$ cat src/rtl/chess_pkg.sv
// Shared chess board constants: square bit layout, colours, piece codes,
// FSM state encoding and the power-on board image.
package chess_pkg;

    localparam int OCC_BIT   = 0;
    localparam int COLOR_BIT = 1;
    localparam int KING_BIT  = 2;

    localparam logic COLOR_WHITE = 1'b0;
    localparam logic COLOR_BLACK = 1'b1;

    localparam logic [2:0] EMPTY_SQ    = 3'b000;
    localparam logic [2:0] WHITE_PIECE = 3'b001;
    localparam logic [2:0] BLACK_PIECE = 3'b011;
    localparam logic [2:0] WHITE_KING  = 3'b101;
    localparam logic [2:0] BLACK_KING  = 3'b111;

    typedef enum logic [2:0] {
        IDLE  = 3'd0,
        CHECK = 3'd1,
        APPLY = 3'd2,
        RESP  = 3'd3,
        OVER  = 3'd4
    } state_e;

    // Black occupies rows 0-1 and white rows 6-7; kings sit on column 4.
    function automatic logic [2:0] init_square(input logic [2:0] row, input logic [2:0] col);
        logic [2:0] code;
        case (row)
            3'd0:    code = (col == 3'd4) ? BLACK_KING : BLACK_PIECE;
            3'd1:    code = BLACK_PIECE;
            3'd6:    code = WHITE_PIECE;
            3'd7:    code = (col == 3'd4) ? WHITE_KING : WHITE_PIECE;
            default: code = EMPTY_SQ;
        endcase
        return code;
    endfunction

endpackage

$ cat src/rtl/move_checker.sv
// Combinational legality screen for a requested move (ownership, turn, no-op).
// Macro BOARD_TURN_CHECK_EN enables the mover-colour-versus-turn check.
module move_checker
    import chess_pkg::*;
(
    input  logic [2:0] i_src_code,
    input  logic [2:0] i_dst_code,
    input  logic [2:0] i_from_row,
    input  logic [2:0] i_from_col,
    input  logic [2:0] i_to_row,
    input  logic [2:0] i_to_col,
    input  logic       i_mover_color,
    input  logic       i_turn,
    output logic       o_err
);

    logic w_src_empty;
    logic w_src_color_bad;
    logic w_turn_bad;
    logic w_same_sq;
    logic w_dst_own;

    assign w_src_empty     = ~i_src_code[OCC_BIT];
    assign w_src_color_bad = (i_src_code[COLOR_BIT] != i_mover_color);
    assign w_same_sq       = (i_from_row == i_to_row) && (i_from_col == i_to_col);
    assign w_dst_own       = i_dst_code[OCC_BIT] && (i_dst_code[COLOR_BIT] == i_mover_color);

`ifdef BOARD_TURN_CHECK_EN
    logic w_unused_bits;
    assign w_turn_bad    = (i_mover_color != i_turn);
    assign w_unused_bits = ^{i_src_code[KING_BIT], i_dst_code[KING_BIT]};
`else
    logic w_unused_bits;
    assign w_turn_bad    = 1'b0;
    assign w_unused_bits = ^{i_src_code[KING_BIT], i_dst_code[KING_BIT], i_turn};
`endif

    assign o_err = w_src_empty | w_src_color_bad | w_turn_bad | w_same_sq | w_dst_own;

endmodule

$ cat src/rtl/board_state.sv
// Registered 8x8 board image with a move-request FSM (IDLE/CHECK/APPLY/RESP/OVER).
// Optional macro BOARD_TURN_CHECK_EN (in move_checker) rejects out-of-turn moves.
module board_state
    import chess_pkg::*;
(
    input  logic                   clk,
    input  logic                   reset,
    input  logic                   move_valid,
    output logic                   move_ready,
    input  logic [2:0]             from_row,
    input  logic [2:0]             from_col,
    input  logic [2:0]             to_row,
    input  logic [2:0]             to_col,
    input  logic                   mover_color,
    output logic [7:0][7:0][2:0]   boardPos,
    output logic                   move_done,
    output logic                   move_err,
    output logic                   captured,
    output logic                   king_captured,
    output logic                   turn
);

    state_e               r_state;
    state_e               w_state_nxt;
    logic [7:0][7:0][2:0] r_board;
    logic [2:0]           r_from_row;
    logic [2:0]           r_from_col;
    logic [2:0]           r_to_row;
    logic [2:0]           r_to_col;
    logic                 r_mover_color;
    logic                 r_move_ready;
    logic                 r_move_done;
    logic                 r_move_err;
    logic                 r_captured;
    logic                 r_king_captured;
    logic                 r_turn;

    logic                 w_accept;
    logic                 w_apply;
    logic                 w_done_nxt;
    logic                 w_err_nxt;
    logic                 w_check_err;
    logic [2:0]           w_src_code;
    logic [2:0]           w_dst_code;

    assign w_src_code = r_board[r_from_row][r_from_col];
    assign w_dst_code = r_board[r_to_row][r_to_col];

    move_checker u_move_checker (
        .i_src_code    (w_src_code),
        .i_dst_code    (w_dst_code),
        .i_from_row    (r_from_row),
        .i_from_col    (r_from_col),
        .i_to_row      (r_to_row),
        .i_to_col      (r_to_col),
        .i_mover_color (r_mover_color),
        .i_turn        (r_turn),
        .o_err         (w_check_err)
    );

    // Next-state and one-cycle response decode
    always_comb begin
        w_state_nxt = r_state;
        w_accept    = 1'b0;
        w_apply     = 1'b0;
        w_done_nxt  = 1'b0;
        w_err_nxt   = 1'b0;
        case (r_state)
            IDLE: begin
                if (move_valid && r_move_ready) begin
                    w_accept    = 1'b1;
                    w_state_nxt = CHECK;
                end else begin
                    w_state_nxt = IDLE;
                end
            end
            CHECK: begin
                if (w_check_err) begin
                    w_err_nxt   = 1'b1;
                    w_state_nxt = RESP;
                end else begin
                    w_state_nxt = APPLY;
                end
            end
            APPLY: begin
                w_apply     = 1'b1;
                w_done_nxt  = 1'b1;
                w_state_nxt = RESP;
            end
            RESP: begin
                if (r_king_captured) begin
                    w_state_nxt = OVER;
                end else begin
                    w_state_nxt = IDLE;
                end
            end
            OVER:    w_state_nxt = OVER;
            default: w_state_nxt = IDLE;
        endcase
    end

    // FSM state, request capture and status flags
    always_ff @(posedge clk or posedge reset) begin
        if (reset) begin
            r_state         <= IDLE;
            r_move_ready    <= 1'b1;
            r_move_done     <= 1'b0;
            r_move_err      <= 1'b0;
            r_captured      <= 1'b0;
            r_king_captured <= 1'b0;
            r_turn          <= COLOR_WHITE;
            r_from_row      <= 3'd0;
            r_from_col      <= 3'd0;
            r_to_row        <= 3'd0;
            r_to_col        <= 3'd0;
            r_mover_color   <= 1'b0;
        end else begin
            r_state      <= w_state_nxt;
            r_move_ready <= (w_state_nxt == IDLE);
            r_move_done  <= w_done_nxt;
            r_move_err   <= w_err_nxt;
            if (w_accept) begin
                r_from_row    <= from_row;
                r_from_col    <= from_col;
                r_to_row      <= to_row;
                r_to_col      <= to_col;
                r_mover_color <= mover_color;
            end
            if (w_apply) begin
                r_captured <= w_dst_code[OCC_BIT];
                r_turn     <= ~r_turn;
                if (w_dst_code[KING_BIT]) begin
                    r_king_captured <= 1'b1;
                end
            end
        end
    end

    // Board storage; source and destination update on the same edge
    always_ff @(posedge clk or posedge reset) begin
        if (reset) begin
            for (int r = 0; r < 8; r++) begin
                for (int c = 0; c < 8; c++) begin
                    r_board[r][c] <= init_square(3'(r), 3'(c));
                end
            end
        end else if (w_apply) begin
            r_board[r_to_row][r_to_col]     <= w_src_code;
            r_board[r_from_row][r_from_col] <= EMPTY_SQ;
        end
    end

    assign move_ready    = r_move_ready;
    assign boardPos      = r_board;
    assign move_done     = r_move_done;
    assign move_err      = r_move_err;
    assign captured      = r_captured;
    assign king_captured = r_king_captured;
    assign turn          = r_turn;

endmodule

$ cat config.mk
export PLATFORM = sky130hd
export DESIGN_NAME = board_state
export DESIGN_NICKNAME = d
export VERILOG_FILES = /design/src/rtl/chess_pkg.sv /design/src/rtl/move_checker.sv /design/src/rtl/board_state.sv
export SDC_FILE = /design/constraint.sdc
export NUM_CORES = 1
export LEC_CHECK = 0
export CORE_ASPECT_RATIO = 0.75
export CORE_MARGIN = 2
export CORE_UTILIZATION = 42
export DETAILED_ROUTE_END_ITERATION = 7
export MAX_ROUTING_LAYER = met4
export PLACE_DENSITY = 0.66
export SYNTH_ARGS = -nofsm -noshare
export SYNTH_HDL_FRONTEND = slang
export SYNTH_SLANG_ARGS = --single-unit
$ cat constraint.sdc
create_clock -name clk -period 9.35 [get_ports clk]
set_clock_uncertainty 0.05 [all_clocks]
set_input_delay 1.87 -clock clk [delete_from_list [all_inputs] [get_ports clk]]
set_output_delay 1.87 -clock clk [all_outputs]
set_load 0.03 [all_outputs]
* After elaboration in Yosys (flattened, before gate mapping)
Cells that the tools add are included.
** Storage, ports and cells
- Bits in registers :: 214
- Bits in latches :: 0
- Bits in writable memories :: 0
- Bits in read-only memories :: 0
- Bits of input ports :: 16
- Output and inout port bits :: 198
- Word-level logic and storage cells :: 135
- Memories kept :: 0
** Operators by class
- Add/subtract/negate cells :: 0
- Multipliers :: 0
- Divide/modulo/power cells :: 0
- $lt $le $gt $ge :: 8
- Equality and inequality tests :: 8
- Shift-type cells :: 0
- Multiplexer cells :: 26
- Bitwise logic cells :: 7
- Reduce and logical (&&, ||, !) cells :: 10
** Operators by type and width (number)
- $and A192 B192 Y192 :: 1
- $bwmux W192 :: 1
- $not A192 Y192 :: 1
- $bmux W24 S3 :: 2
- $demux W24 S3 :: 2
- $mux W24 :: 4
- $bmux W3 S3 :: 2
- $demux W3 S3 :: 2
- $lt A3 B4 Y1 const B :: 4
- $mux W3 :: 5
- $pmux W3 S5 :: 1
- $ge A3 B1 Y1 const B :: 4
- $logic_and A1 B1 Y1 :: 7
- $mux W1 :: 7
- $eq A3 B2 Y1 const B :: 2
- $eq A3 B3 Y1 :: 2
- $logic_not A3 Y1 :: 2
- $eq A3 B1 Y1 const B :: 1
- $eq A3 B3 Y1 const B :: 1
- $or A1 B1 Y1 :: 3
- $not A1 Y1 :: 2
- $reduce_and A2 Y1 :: 1
- $eq A1 B1 Y1 :: 1
- $ne A1 B1 Y1 :: 1

* Longest topological paths before layout
- Word-level depth :: 11
- Gate-level depth with buffers :: 11
- Depth with buffers taken out :: 8

* Modules after synthesis
A second synthesis with hierarchy kept.
** Second synthesis, totals
- Cells, all modules :: 1437
- Area total of the unflattened synthesis :: 12933.7 sq um
** By module, submodules not included
- board_state :: instances 1, cells an instance 1424, area an instance 12831.1 sq um, sequential area each 5418.9 sq um
- move_checker :: instances 1, cells an instance 13, area an instance 102.6 sq um, sequential area each 0.0 sq um

* Least setup slack after synthesis
OpenSTA, ideal clock, no wires.
- Path kind :: input-to-reg
- Start :: in move_valid
- End :: reg r_to_col[0]
- Setup time :: 0.125 ns
- Data arrival time :: 3.016 ns
- Required time :: 9.175 ns
- Slack :: 6.159 ns
- Cell stages on the path :: 4
- Path buffers :: 1
- Path through :: nand3_1 > nor2_1 > clkbuf_1 > mux2_2
** On the way
- Cells in the longest elaborated chain, start to end :: 3
** RTL lines
- from (decl) :: RTL line board_state.sv:8 : input logic move_valid,
- $logic_and A1 B1 Y1 :: RTL line board_state.sv:70 : if (move_valid && r_move_ready) begin
- $mux W1 :: RTL line board_state.sv:70
- $mux W1 :: RTL line board_state.sv:68 : case (r_state)
- to (signal assigned) :: RTL line board_state.sv:126 : r_to_col <= to_col;
- to (decl) :: RTL line board_state.sv:29 : logic [2:0] r_to_col;
Every way passes these cells.
A chain may end at the register's enable or synchronous reset.

* Final worst setup path
- Start :: reg r_from_row[0]
- End :: reg r_board, in the netlist boardPos[74]
** On the way
- Cells in the longest elaborated chain, start to end :: 6
- Elaborated cells on any way between the ends :: 12
- Those cells by class :: order compare (2); mux (7); bitwise (2); reduce/logical (1)
** RTL lines
- from (decl) :: RTL line board_state.sv:26 : logic [2:0] r_from_row;
- from (signal assigned) :: RTL line board_state.sv:123 : r_from_row <= from_row;
- $bmux W24 S3, or another cell as far along :: RTL line board_state.sv:46 : assign w_src_code = r_board[r_from_row][r_from_col];
- $mux W24 (not written as such) or $logic_and A1 B1 Y1 (tied branches) :: RTL line board_state.sv:46, board_state.sv:149
- $bmux W3 S3 or $mux W24 (tied branches) :: RTL line board_state.sv:46, board_state.sv:149
- $mux W3 (not written as such) or $demux W24 S3 (tied branches) :: RTL line board_state.sv:46, board_state.sv:149
- $bwmux W192 or $not A192 Y192 (tied branches)
- $and A192 B192 Y192 (no line) (*)
- to (signal, indexed assignment) :: RTL line board_state.sv:144 : r_board[r][c] <= init_square(3'(r), 3'(c));
- to (signal, indexed assignment) :: RTL line board_state.sv:148 : r_board[r_to_row][r_to_col] <= w_src_code;
- to (decl) :: RTL line board_state.sv:25 : logic [7:0][7:0][2:0] r_board;
Mark *: on every way between the ends. The rest lies on a longest branch, timed or not. The select of a mux whose other input is x is not followed.

==> summary.md <==
| Metric | Value |
|---|---|
| Setup bufs post-CTS | 0 |
| Critical Path RT | 9.68 ns |
| WL final | 55.6 mm |
| DRC viols | 0 |
| Via count | 12600 |
| Global route overflow | 0 |
| Gpl congestion | 0.996 |
| Routed Antenna Nets | 0 |
| Detailed Place HPWL | 37.9 mm |
| Layout cells sized above 1 | 13.2% |
| Clock buffer depth | 3 |
| Largest net degree at the start of global routing | 135 |
| Main combinational cell family by area after synthesis | compound AO/OA/AOI/OAI gates |
| Root Driver | clkbuf_16 |
| Core area | 29300 µm² |
| Global-route wire length before repair | 82.0 mm |
| Port Buffer Count | 213 |
| Met2 routed WL | 22.1 mm |
| Hold depth | 1 |
| Min-delay src | turn$_DFFE_PP0P_ |
| Wire length per cell | 31.2 µm |
| Die W | 204 µm |
| Period utilization | 45.5% |
| Worst min path class | flop to flop |
| Post-synthesis simple-gate area fraction | 12.8% |
| Reg2reg setup slack | 5.10 ns |
| Syn nets | 1242 |
| CTS tree | yes |
| Fmax | 235 MHz |
| Actual slew at the worst max-slew pin | 1.35 ns |
| Clock Sinks | 214 |
| Via-to-Cell Ratio | 7.07 |
| Adder-cell area share of the yosys netlist | 0% |
| Dominant synthesized flop cell | dfrtp_1 |
| Distinct cells, synth | 68 |
| Layout Nets | 1392 |
| Count of final setup violators | 0 |
| Cts hold-fix bufs | 0 |
| Antenna violations before repair | 1 |
| Highest metal used | met4 |
| Kind of critical path | flop to flop |
| Reg2reg path depth | 10 |
| Sequential-to-total area share from yosys stat | 43.2% |
| Worst R2R Start | r_from_row[0]$_DFFE_PP0P_ |
| PD cells | 349 nW/µm² |
| Area leader, netlist | dfrtp_1 |
| Async SR Flop Fraction | 100% |
| Ys Warns | 0 |
| Max-cap violations | 0 |
| H-tree Lvls | 1 |
| Critical path arrival | 4.59 ns |
| Final setup TNS | 0 ns |
| Crit path launch type | flop |
| Max Slew Vio Count | 0 |
| Met1 wire length | 23.5 mm |
| Post-route minimum period | 4.25 ns |
| Cell Area, Synth | 12500 µm² |
| Total die area | 31300 µm² |
| GRT Total Usage | 36.3% |
| WHS | 0.430 ns |
| Status | finished, final reports clean |
| Row Count | 54 |
| Number of synthesized flops with an enable pin | 0 |
| Synth Register Bits | 214 |
| Critical Path Sink Type | flop |
| Xor/xnor cell area share of the yosys netlist | 0.698% |
| Final Hold Fails | 0 |
| DR iter-0 viols | 2096 |
| Layout area overhead | 23.6% |
| Post-synthesis mux area share | 11.7% |
| DIE HEIGHT | 154 µm |
| Area contributors post-synth | dfrtp_1, dfstp_2, a22o_1, mux4_2, nand2_1 |
| Synth Area per Inst | 10.2 µm² |
| Slew margin rel. | 9.84% |
| CTS clk-pin slew, worst paths | 0.06 ns |
| Top Ports | 214 |
| Later-pin clock latency in the skew report | 0.53 ns |
| Area share of the largest cell type after synthesis | 32.5% |
| Post-CTS sizing | 0 |
| RSZ-0062 raised after global routing | false |
| Compound-cell area share of the yosys netlist | 26.3% |
| CP Launch Point | r_from_row[0]$_DFFE_PP0P_ |
| Vias in the first global route | 11900 |
| WL met3 | 7.87 mm |
| Mapped Cells | 1226 |
| Initial Util | 42.9% |
| LEAKAGE | 0.00576 µW |
| DRT Pass-1 Iters | 6 |
| Worst vdd ir | 203 µV |
| Inserted Clock Buffers | 23 |
| Hold Path End | turn$_DFFE_PP0P_ |
| R2r endpoint | boardPos[74]$_DFFE_PP0P_ |
| Largest fanout on the critical path | 42 |
==> per-stage QoR <==
step                      util (%)  setup WS [ns]  cell area (µm²)  cells  power, µW
after CTS                     53.0           5.23            15500   1783       5330
final                         53.0           5.10            15500   1784       5410
after global routing          53.0           5.02            15500   1784       5580
after global placement        50.6           5.15            14800   1743       4420
after floorplan                  -           1.66            12500   1226       3310
after detailed placement      50.6           5.13            14800   1743       4450
==> worst max path at each step <==
stage | slack [ns] | end
after floorplan | 1.66 | boardPos[100]$_DFFE_PP0P_
after global routing | 5.02 | boardPos[161]$_DFFE_PP0P_
after global placement | 5.15 | boardPos[187]$_DFFE_PP0P_
after CTS | 5.23 | boardPos[74]$_DFFE_PP0P_
final | 5.10 | boardPos[74]$_DFFE_PP0P_
after detailed placement | 5.13 | boardPos[188]$_DFFE_PP0P_
==> cell families after synthesis <==
kind of cell | Yosys count
and+or+nand+nor | 348
DFF | 214
buffers and inverters | 141
xor gates and xnor gates | 10
AOI/OAI and AO/OA | 432
muxes | 81
==> synth_stat cells (6+ instances only) <==
| library cell | instances |
|---|---|
| a22o_1 | 141 |
| a31oi_1 | 11 |
| nor2b_1 | 7 |
| mux4_2 | 31 |
| mux2i_1 | 13 |
| dfrtp_1 | 163 |
| o21ai_0 | 70 |
| nand2_1 | 117 |
| mux2_2 | 22 |
| a221oi_1 | 18 |
| nor3_1 | 55 |
| buf_2 | 29 |
| o22ai_1 | 33 |
| buf_4 | 11 |
| clkbuf_1 | 58 |
| o211ai_1 | 7 |
| dfstp_2 | 51 |
| nor2_1 | 101 |
| or3b_2 | 6 |
| buf_1 | 8 |
| a22oi_1 | 42 |
| nand3_1 | 15 |
| mux4_1 | 15 |
| a211oi_1 | 27 |
| nand3b_1 | 6 |
| inv_1 | 25 |
| o41ai_1 | 41 |
| a21oi_1 | 7 |
| o21ai_1 | 6 |
==> registers in the layout (all words and copies together), names as in the netlist <==
register,flops
move_err,1
r_to_row,3
move_ready,1
r_state,3
r_mover_color,1
king_captured,1
turn,1
captured,1
r_to_col,3
r_from_row,3
r_from_col,3
move_done,1
boardPos,192
==> report_power, final <==
| group | internal (µW) | leakage, µW | total (µW) | switching (µW) |
|---|---|---|---|---|
| sequential | 1220 | 0.00275 | 1640 | 418 |
| combinational | 1030 | 0.00266 | 2890 | 1870 |
| clock | 492 | 0.000344 | 873 | 381 |
| total | 2740 | 0.00576 | 5410 | 2670 |
==> cell usage in the layout (no fill, tap or decap), types with 6 or more instances in the layout <==
master / instances
o41ai_1: 41
a211oi_1: 27
nand3b_1: 6
a21oi_1: 7
dfrtp_1: 158
nor2b_1: 7
dfstp_2: 51
clkdlybuf4s50_1: 213
o21ai_1: 6
o21ai_0: 70
mux4_1: 15
mux4_2: 31
mux2i_1: 13
a31oi_1: 11
nand2_1: 117
buf_4: 25
a22o_1: 141
nor2_1: 101
nor3_1: 55
a221oi_1: 18
o211ai_1: 7
inv_1: 23
mux2_2: 22
or3b_2: 6
nand3_1: 15
a22oi_1: 42
clkbuf_16: 23
o22ai_1: 33
clkbuf_1: 8
==> routing by layer <==
metal / track usage (%) / vias to the layer above
li1: - / 5109
met1: 53.9 / 6235
met2: 47.3 / 1110
met3: 10.0 / 155
met4: 11.1 / 0
met5: - / -
==> cell type report <==
type                       instances  area (µm²)
clock buffer                      36         674
tap                              392         490
timing repair buffer             238        2320
fill                            2581       13700
sequential                       214        5430
clock inverter                     4        20.0
multi-input combinational        871        6470
inverter                          28         113
antenna                            1        2.50
==> worst max-delay path: stages (launching register included) <==
cell and delay (ns):
dfrtp_2 0.45, buf_4 0.46, nand2b_2 0.29, nor2_1 0.26
a22o_1 0.34, a221oi_1 0.24, a31oi_1 0.15, or4_1 0.48
o21ai_4 0.55, buf_4 0.57, o21ai_0 0.16
Power figures use the tool's default switching activity.
